<file path="config.mk">
export PLATFORM = sky130hd
export DESIGN_NAME = pll_lock_supervisor_flat
export DESIGN_NICKNAME = d
export VERILOG_FILES = /design/src/rtl/pll_sup_pkg.sv /design/src/rtl/pll_lock_supervisor_if.sv /design/src/rtl/pll_sup_sync.sv /design/src/rtl/pll_lock_supervisor.sv /design/src/flat_wrapper.sv
export SDC_FILE = /design/constraint.sdc
export NUM_CORES = 1
export LEC_CHECK = 0
export CAP_MARGIN = 30
export CORE_ASPECT_RATIO = 1.4
export CORE_MARGIN = 5
export CORE_UTILIZATION = 40
export CTS_CLUSTER_SIZE = 24
export DETAILED_ROUTE_END_ITERATION = 8
export GPL_TIMING_DRIVEN = 1
export PLACE_DENSITY_LB_ADDON = 0.3
export SETUP_SLACK_MARGIN = 0.3
export SKIP_CTS_REPAIR_TIMING = 1
export SYNTH_ARGS = -nofsm -noshare
export SYNTH_HDL_FRONTEND = slang
export SYNTH_SLANG_ARGS = --single-unit
</file>
<file path="constraint.sdc">
create_clock -name clock -period 3.4 [get_ports clock]
set_input_delay 0.68 -clock clock [delete_from_list [all_inputs] [get_ports clock]]
set_output_delay 0.68 -clock clock [all_outputs]
set_load 0.005 [all_outputs]
</file>
<file path="src/rtl/pll_sup_pkg.sv">
// Shared types and sizing helpers for the PLL lock supervisor.
// Optional feature macro: PLL_SUP_LOSS_CNT_EN (adds the lock-loss counter).
package pll_sup_pkg;

  localparam int RETRY_W = 4;
  localparam int LOSS_W  = 16;

  typedef enum logic [2:0] {
    RESET_PLL,
    WAIT_LOCK,
    STABLE,
    HOLD_SYS,
    RUN,
    FAULT
  } state_t;

  // Width of the shared cycle counter: enough to hold the largest duration.
  function automatic int cnt_width(input int a, input int b, input int c, input int d);
    int m;
    m = a;
    if (b > m) m = b;
    if (c > m) m = c;
    if (d > m) m = d;
    return $clog2(m + 1);
  endfunction

endpackage

</file>
<file path="src/rtl/pll_lock_supervisor_if.sv">
// PLL-side and system-side signals of the lock supervisor.
// lock_loss_cnt exists only when PLL_SUP_LOSS_CNT_EN is defined.
interface pll_sup_if;
  import pll_sup_pkg::*;

  logic               pll_lock;
  logic               relock_req;
  logic               pll_rst;
  logic               sys_reset;
  logic               locked_ok;
  logic               fault;
  logic [RETRY_W-1:0] retry_cnt;
`ifdef PLL_SUP_LOSS_CNT_EN
  logic [LOSS_W-1:0]  lock_loss_cnt;
`endif

  // The supervisor itself is the master: it sequences the PLL and the system reset.
  modport master (
    input  pll_lock, relock_req,
    output pll_rst, sys_reset, locked_ok, fault, retry_cnt
`ifdef PLL_SUP_LOSS_CNT_EN
    , output lock_loss_cnt
`endif
  );

  modport slave (
    output pll_lock, relock_req,
    input  pll_rst, sys_reset, locked_ok, fault, retry_cnt
`ifdef PLL_SUP_LOSS_CNT_EN
    , input lock_loss_cnt
`endif
  );

endinterface

</file>
<file path="src/rtl/pll_sup_sync.sv">
// Two-flop synchronizer bringing the raw PLL lock into the reference clock domain.
module pll_sup_sync (
  input  logic clock,
  input  logic reset,
  input  logic d,
  output logic q
);

  logic meta;

  // NOTE: sequential state uses non-blocking (<=) so every flop samples pre-edge values.
  always_ff @(posedge clock or posedge reset) begin
    if (reset) begin
      meta <= 1'b0;
      q    <= 1'b0;
    end else begin
      meta <= d;
      q    <= meta;
    end
  end

endmodule

</file>
<file path="src/rtl/pll_lock_supervisor.sv">
// PLL reset/lock sequencer: pulses PLL reset, debounces lock, releases system reset.
// Define PLL_SUP_LOSS_CNT_EN to add the saturating lock-loss counter.
module pll_lock_supervisor
  import pll_sup_pkg::*;
#(
  parameter int RST_PULSE_CYCLES    = 16,
  parameter int LOCK_STABLE_CYCLES  = 1024,
  parameter int LOCK_TIMEOUT_CYCLES = 65536,
  parameter int SYSRST_HOLD_CYCLES  = 64,
  parameter int MAX_RETRIES         = 3
) (
  input  logic     clock,
  input  logic     reset,
  pll_sup_if.master bus
);

  localparam int CNT_W = cnt_width(RST_PULSE_CYCLES, LOCK_STABLE_CYCLES,
                                   LOCK_TIMEOUT_CYCLES, SYSRST_HOLD_CYCLES);

  localparam logic [CNT_W-1:0]   RST_LAST  = CNT_W'(RST_PULSE_CYCLES - 1);
  localparam logic [CNT_W-1:0]   STB_LAST  = CNT_W'(LOCK_STABLE_CYCLES - 1);
  localparam logic [CNT_W-1:0]   TMO_LAST  = CNT_W'(LOCK_TIMEOUT_CYCLES - 1);
  localparam logic [CNT_W-1:0]   HOLD_LAST = CNT_W'(SYSRST_HOLD_CYCLES - 1);
  localparam logic [RETRY_W-1:0] MAX_R     = RETRY_W'(MAX_RETRIES);

  logic               lock_s;
  state_t             state, state_nx;
  logic [CNT_W-1:0]   cnt, cnt_nx;
  logic [RETRY_W-1:0] retry_cnt, retry_nx, retry_inc;
  logic               pll_rst_q, sys_reset_q, locked_ok_q, fault_q;

  pll_sup_sync u_sync (
    .clock (clock),
    .reset (reset),
    .d     (bus.pll_lock),
    .q     (lock_s)
  );

  assign retry_inc = (retry_cnt == '1) ? retry_cnt : retry_cnt + RETRY_W'(1);

  // NOTE: every signal written here gets a default first, so no path infers a latch.
  always_comb begin
    state_nx = state;
    retry_nx = retry_cnt;

    unique case (state)
      RESET_PLL: if (cnt == RST_LAST) state_nx = WAIT_LOCK;
      WAIT_LOCK: begin
        if (lock_s) begin
          state_nx = STABLE;
        end else if (cnt == TMO_LAST) begin
          retry_nx = retry_inc;
          state_nx = (retry_inc == MAX_R) ? FAULT : RESET_PLL;
        end
      end
      STABLE: begin
        if (!lock_s)               state_nx = WAIT_LOCK;
        else if (cnt == STB_LAST)  state_nx = HOLD_SYS;
      end
      HOLD_SYS: begin
        if (!lock_s)               state_nx = RESET_PLL;
        else if (cnt == HOLD_LAST) state_nx = RUN;
      end
      RUN:   if (!lock_s || bus.relock_req) state_nx = RESET_PLL;
      FAULT: begin
        if (bus.relock_req) begin
          state_nx = RESET_PLL;
          retry_nx = '0;
        end
      end
      default: state_nx = RESET_PLL;
    endcase

    if (state_nx == RUN) retry_nx = '0;

    // Counter parks at zero in RUN and FAULT, so it can never wrap.
    if (state_nx != state || state == RUN || state == FAULT) cnt_nx = '0;
    else                                                     cnt_nx = cnt + CNT_W'(1);
  end

  always_ff @(posedge clock or posedge reset) begin
    if (reset) begin
      state       <= RESET_PLL;
      cnt         <= '0;
      retry_cnt   <= '0;
      pll_rst_q   <= 1'b1;
      sys_reset_q <= 1'b1;
      locked_ok_q <= 1'b0;
      fault_q     <= 1'b0;
    end else begin
      state       <= state_nx;
      cnt         <= cnt_nx;
      retry_cnt   <= retry_nx;
      pll_rst_q   <= (state_nx == RESET_PLL) || (state_nx == FAULT);
      sys_reset_q <= (state_nx != RUN);
      locked_ok_q <= (state_nx == RUN);
      fault_q     <= (state_nx == FAULT);
    end
  end

  assign bus.pll_rst   = pll_rst_q;
  assign bus.sys_reset = sys_reset_q;
  assign bus.locked_ok = locked_ok_q;
  assign bus.fault     = fault_q;
  assign bus.retry_cnt = retry_cnt;

`ifdef PLL_SUP_LOSS_CNT_EN
  logic              loss_event;
  logic [LOSS_W-1:0] loss_cnt;

  // Every RUN cycle with lock_s low is a RUN exit; a simultaneous relock_req is still one loss.
  assign loss_event = (state == RUN) && !lock_s;

  always_ff @(posedge clock or posedge reset) begin
    if (reset)                         loss_cnt <= '0;
    else if (loss_event && loss_cnt != '1) loss_cnt <= loss_cnt + LOSS_W'(1);
  end

  assign bus.lock_loss_cnt = loss_cnt;
`endif

endmodule
</file>
<file path="src/flat_wrapper.sv">
// flat-port wrapper written by rule: the top's interface ports become plain ports
module pll_lock_supervisor_flat import pll_sup_pkg::*;
#(
  parameter int RST_PULSE_CYCLES    = 16,
  parameter int LOCK_STABLE_CYCLES  = 1024,
  parameter int LOCK_TIMEOUT_CYCLES = 65536,
  parameter int SYSRST_HOLD_CYCLES  = 64,
  parameter int MAX_RETRIES         = 3
)
  (clock, reset, bus_pll_lock, bus_relock_req, bus_pll_rst, bus_sys_reset, bus_locked_ok, bus_fault, bus_retry_cnt);
  pll_sup_if bus_i ();
  input  logic clock;
  input  logic reset;
  input wire logic [$bits(bus_i.pll_lock)-1:0] bus_pll_lock;
  input wire logic [$bits(bus_i.relock_req)-1:0] bus_relock_req;
  output wire logic [$bits(bus_i.pll_rst)-1:0] bus_pll_rst;
  output wire logic [$bits(bus_i.sys_reset)-1:0] bus_sys_reset;
  output wire logic [$bits(bus_i.locked_ok)-1:0] bus_locked_ok;
  output wire logic [$bits(bus_i.fault)-1:0] bus_fault;
  output wire logic [$bits(bus_i.retry_cnt)-1:0] bus_retry_cnt;
  assign bus_i.pll_lock = bus_pll_lock;
  assign bus_i.relock_req = bus_relock_req;
  assign bus_pll_rst = bus_i.pll_rst;
  assign bus_sys_reset = bus_i.sys_reset;
  assign bus_locked_ok = bus_i.locked_ok;
  assign bus_fault = bus_i.fault;
  assign bus_retry_cnt = bus_i.retry_cnt;
  pll_lock_supervisor #(.RST_PULSE_CYCLES(RST_PULSE_CYCLES), .LOCK_STABLE_CYCLES(LOCK_STABLE_CYCLES), .LOCK_TIMEOUT_CYCLES(LOCK_TIMEOUT_CYCLES), .SYSRST_HOLD_CYCLES(SYSRST_HOLD_CYCLES), .MAX_RETRIES(MAX_RETRIES)) u_core (.clock(clock), .reset(reset), .bus(bus_i));
endmodule
</file>
# [After elaboration in Yosys (flattened, before gate mapping)]
# Cells that the tools add are included.
[op_classes] n_eq_ne=18 muxes=18 n_reduce_logical=9 n_addsub=2
[op_table] operator="$mux 3" n=10
[op_table] operator="$mux 4" n=5
[op_table] operator="$pmux 3 s6" n=1
[op_table] operator="$add 17x1->17 const B" n=1
[op_table] operator="$eq 17x10->1 const B" n=1
[op_table] operator="$eq 17x16->1 const B" n=1
[op_table] operator="$eq 17x4->1 const B" n=1
[op_table] operator="$eq 17x6->1 const B" n=1
[op_table] operator="$mux 17" n=1
[op_table] operator="$eq 3x3->1 const B" n=4
[op_table] operator="$pmux 4 s2" n=1
[op_table] operator="$eq 3x2->1 const B" n=2
[op_table] operator="$logic_not 3->1" n=2
[op_table] operator="$ne 3x2->1 const B" n=2
[op_table] operator="$add 4x1->4 const B" n=1
[op_table] operator="$eq 4x2->1 const B" n=1
[op_table] operator="$eq 4x4->1 const B" n=1
[op_table] operator="$logic_or 1x1->1" n=4
[op_table] operator="$reduce_and 4->1" n=1
[op_table] operator="$eq 3x1->1 const B" n=1
[op_table] operator="$ne 3x1->1 const B" n=1
[op_table] operator="$ne 3x3->1" n=1
[op_table] operator="$ne 3x3->1 const B" n=1
[op_table] operator="$reduce_bool 3->1" n=1
[op_table] operator="$logic_not 1->1" n=1
[totals] regBits=30 word_cells=56 inputBits=4 output_inout_bits=8

# [Longest topological paths before layout]
[logic_depth] word_depth=11 ltp_mapped=12 ltp_nobuf=11

# [By module]
# Synthesis repeated with hierarchy kept, for this count alone.
[hier_totals] cells_unflattened=160 area_unflattened_um2=1565.3
[modules_own_cells] mod="pll_lock_supervisor" cells_each=157 area_per_inst_um2=1511.4 instances=1 seq_area_each_um2=703.2
[modules_own_cells] mod="pll_sup_sync" cells_each=3 area_per_inst_um2=53.8 instances=1 seq_area_each_um2=50.0

# [Least setup slack after synthesis]
# OpenSTA, ideal clock, no wires.
[synth_timing] kind="flip-flop to flip-flop" startpoint="register u_core.cnt[0]" endpoint="register u_core.cnt[12]" setup_time_ns=0.119 synth_period_minus_slack_ns=2.771 t_required_ns=3.281 stages_incl_launch_ff=13 t_arrival_ns=2.652 n_path_buf=1 setup_slack_ns=0.629 cell_sequence="dfrtp_1 -> ha_1 -> and4_1 -> and2_1 -> and3_1 -> and4_1 -> ha_1 -> o31a_1 -> o32ai_1 -> nor4_4 -> mux2i_4 -> buf_6 -> nor2_2"
[synth_via] elab_chain_cells=8 elab_cells_between_ends=17 cone_classes="add/sub: 1; eq/ne: 5; mux: 9; reduce/logical: 2"
[synth_lines] item="from (decl)" line="pll_lock_supervisor.sv:28" text="logic [CNT_W-1:0] cnt, cnt_nx;"
[synth_lines] item="from (signal assigned)" line="pll_lock_supervisor.sv:92" text="cnt <= cnt_nx;"
[synth_lines] item="$eq 17x6->1, or another cell as far along" line="pll_lock_supervisor.sv:62" text="else if (cnt == HOLD_LAST) state_nx = RUN;"
[synth_lines] item="$mux 3, on equally long branches" line="pll_lock_supervisor.sv:62, pll_lock_supervisor.sv:51, pll_lock_supervisor.sv:58"
[synth_lines] item="$mux 3, on equally long branches" line="pll_lock_supervisor.sv:61, pll_lock_supervisor.sv:49, pll_lock_supervisor.sv:57"
[synth_lines] item="$pmux 3 s6" line="pll_lock_supervisor.sv:46" text="unique case (state)"
[synth_lines] item="$ne 3x3->1" line="pll_lock_supervisor.sv:77" text="if (state_nx != state || state == RUN || state == FAULT) cnt_nx = '0;"
[synth_lines] item="$logic_or 1x1->1 (2 in series)" line="pll_lock_supervisor.sv:77"
[synth_lines] item="$mux 17 *" line="pll_lock_supervisor.sv:77"
[synth_lines] item="named net u_core.cnt_nx[12]" line="pll_lock_supervisor.sv:28"
# The timed path passes the listed nets; every way through them passes the cells marked *.
# A chain may end at the register's enable or synchronous reset.

# [Worst setup path after layout]
[layout_timing] startpoint="register u_core.cnt[0]" endpoint="register u_core.cnt[1]"
# Same word-level chain as after synthesis.

==> impl_metrics.yaml <==
run_status:
  status: "finished, final reports clean"
global_routing:
  first_global_vias: 1234
  antenna_found_initial: 0
  grt_pass1_wl_um: 5678
  gr-total-overflow: 0
  track_usage: 0.1331
  grt_start_max_net_pins: 31
place:
  dpl_cell_area_mm2: 0.001827
  post-dp-hpwl_um: 2362
  dpl.cell_count: 222
  port_buffers: 11
  dpl_worst_slack_ps: 397.3
  routabilityCongestion: 0.8152
worst_hold_path:
  min_path_type: "reg -> reg"
  hold_path_depth: 0
  hp-start: "u_core.u_sync.meta"
  holdPathEnd: "u_core.u_sync.q"
timing:
  layout_setup_ws_ps: 497.5
  worstMarginPinSlew_ps: 595.5
  finalMaxSlewViolations: 0
  fin_crit_sh: 0.8537
  setup_viol: 0
  finClkSkew_ps: 1.743
  rsz0062_at_grt: "false"
  slew_headroom: 0.6000
  finalHoldViolCount: 0
  post-route-min-period_ps: 2903
  max_freq_mhz: 344.5
  tns_ps: 0
flow_run:
  drv_cap: 0
die:
  die_area_mm2: 0.005612
  rows: 28
  fp.dieH_um: 86.66
  die_x_um: 64.76
  floorplan.core_area_mm2: 0.004134
  initial_core_util: 0.4062
  io_pins: 12
clock_tree:
  clkLatencyLatePin_ps: 270
  cts.sinks: 30
  cts-buffers-inserted: 5
  clk_pin_slew_ps: 60
  root_buffer: "clkbuf_8"
  htreeDepth: 2
  cts_tree: "built"
  clockBufferDepth: 2
synthesis:
  synth_top_area_share: 0.4173
  synth-edff-count: 0
  synth_flop_cell: "dfrtp_1"
  ys_ff_latch: 30
  synth_area_leader_cell: "dfrtp_1"
  syn_nets: 178
  yosys-top-cells-area: "dfrtp_1 (42%), nor2_1 (5.4%), xnor2_1 (4.2%)"
  yosys_warnings: 0
  synth-async-reset-ratio: 1.000
  synth_cell_types: 37
  ys_seq_area_frac: 0.4486
  synth_area_per_cell_um2: 9.877
  netlist_instances: 170
  synth_area_mm2: 0.001679
critical_path:
  endpoint_kind: "flip-flop"
  r2r-end: "u_core.cnt[1]"
  arrival_ps: 3060
  r2r_cells: 12
  rr_startpoint: "u_core.cnt[0]"
  setup.worst_path.class: "reg -> reg"
  worst_setup_path_start_kind: "flip-flop"
  rrSetupSlack_ps: 500
  worstPathRequired_ps: 3560
  worstPathMaxFanout: 17
route:
  first_pass_iters: 4
  drc: 0
  num_vias: 1204
  wl_per_cell_um: 13.61
  wl_um: 3130
  viasPerCell: 5.235
  final_antenna_net_count: 0
  drt_iter0_drc: 62
power:
  leakagePower_nw: 0.8186
  peakVddDrop_mv: 0.3193
  p_per_area_mw_per_mm2: 565.8
cells_and_area:
  final_layout_size_suffix_gt1_frac: 0.1622
  layoutNonFillerInstCount: 230
  final_core_util: 0.4694
  n_fill_cell: 408
  antennaDiodeCount: 0
  syn_to_final_growth_pct: 15.57
  fin_area_mm2: 0.001941
  fin_nets: 192
==> metal layers <==
metal / track usage / vias to the layer above / routed length [um]
met5: 0 / - / 0
met4: 0.06923 / 0 / 71
met3: 0.03632 / 4 / 94
met2: 0.2412 / 13 / 1722
met1: 0.1378 / 576 / 1242
li1: - / 611 / -
==> final cells by class <==
| class | count | area (um^2) | area share |
|---|---|---|---|
| multi-input combinational | 127 | 865.8 | 0.4462 |
| sequential | 30 | 753.2 | 0.3881 |
| timing repair buffer | 13 | 128.9 | 0.06641 |
| clock buffer | 8 | 110.1 | 0.05674 |
| tap | 45 | 56.30 | 0.02901 |
| inverter | 7 | 26.28 | 0.01354 |
==> cell usage in the layout (no fill, tap or decap), drive strengths merged <==
cell type,instances
nand2b,5
and3,3
and2,4
o32ai,1
clkdlybuf4s50,11
ha,4
nor2b,2
a22oi,1
a21oi,4
a41oi,1
o31a,1
xor2,7
nand3b,1
o21ai,5
inv,7
nand2,10
nand3,10
buf,2
dfrtp,28
nor2,34
a211oi,3
clkbuf,8
nor4b,4
dfstp,2
xnor2,8
and4,2
mux2i,3
nor3,5
nand4,4
nor4,4
a32oi,1
==> worst max-delay path by stage <==
stage / cells past startpoint / slack, ps / endpoint / start
2_1_floorplan: 12 / 630 / u_core.cnt[12] / u_core.cnt[0]
3_5_place_dp: 12 / 400 / u_core.cnt[1] / u_core.cnt[0]
4_1_cts: 12 / 370 / u_core.cnt[1] / u_core.cnt[0]
5_1_grt: 12 / 300 / u_core.cnt[1] / u_core.cnt[0]
6_report: 12 / 500 / u_core.cnt[1] / u_core.cnt[0]
3_3_place_gp: 12 / 500 / u_core.cnt[1] / u_core.cnt[0]
==> critical path: stages (launching register included) <==
cell and delay (ps):
dfrtp_1 420, ha_1 250, and4_1 240, and2_1 190, and3_1 170, and4_1 200, ha_1 200, nand3_1 90
nor3_2 80, nor4_4 370, mux2i_4 290, buf_6 220, nor2b_1 70
==> Yosys cell counts, types with 3 or more instances <==
master and number:
dfrtp_1 28, nor2_1 24, nand2_1 10, nand3_1 10, nor2_2 10, xnor2_1 8
inv_1 7, xor2_1 7, nand2b_1 5, a21oi_1 4, and2_1 4, ha_1 4
nand4_1 4, nor3_1 4, o21ai_0 4, a211oi_1 3, and3_1 3, buf_2 3
nor4_4 3
==> stage by stage <==
step           hold slack (ps)  total power, mW
2_1_floorplan            331.2           0.7222
3_3_place_gp             334.5           0.7591
3_5_place_dp             337.1           0.7780
4_1_cts                  347.8            1.110
5_1_grt                  362.6            1.172
6_report                 347.3            1.098
==> state kept, by name (all words and copies together), names as in the netlist <==
name                  flops
u_core.bus.locked_ok      1
u_core.u_sync.meta        1
u_core.u_sync.q           1
u_core.bus.fault          1
u_core.cnt               17
u_core.state              3
u_core.bus.retry_cnt      4
u_core.bus.sys_reset      1
u_core.bus.pll_rst        1
==> cells by family after synthesis <==
| family | count (synthesis) | synth area share |
|---|---|---|
| buf+inv | 13 | 0.03577 |
| simple gates | 88 | 0.3167 |
| compound gates | 17 | 0.06558 |
| flops | 30 | 0.4486 |
| mux | 3 | 0.02533 |
| fa+ha+maj | 4 | 0.02981 |
| xor+xnor | 15 | 0.07824 |
==> report_power, final <==
| part | internal [mW] | switching (mW) | total, mW |
|---|---|---|---|
| logic | 0.133 | 0.180 | 0.313 |
| clock network | 0.204 | 0.121 | 0.325 |
| registers | 0.402 | 0.0581 | 0.460 |
(Power assumes the default switching activity.)
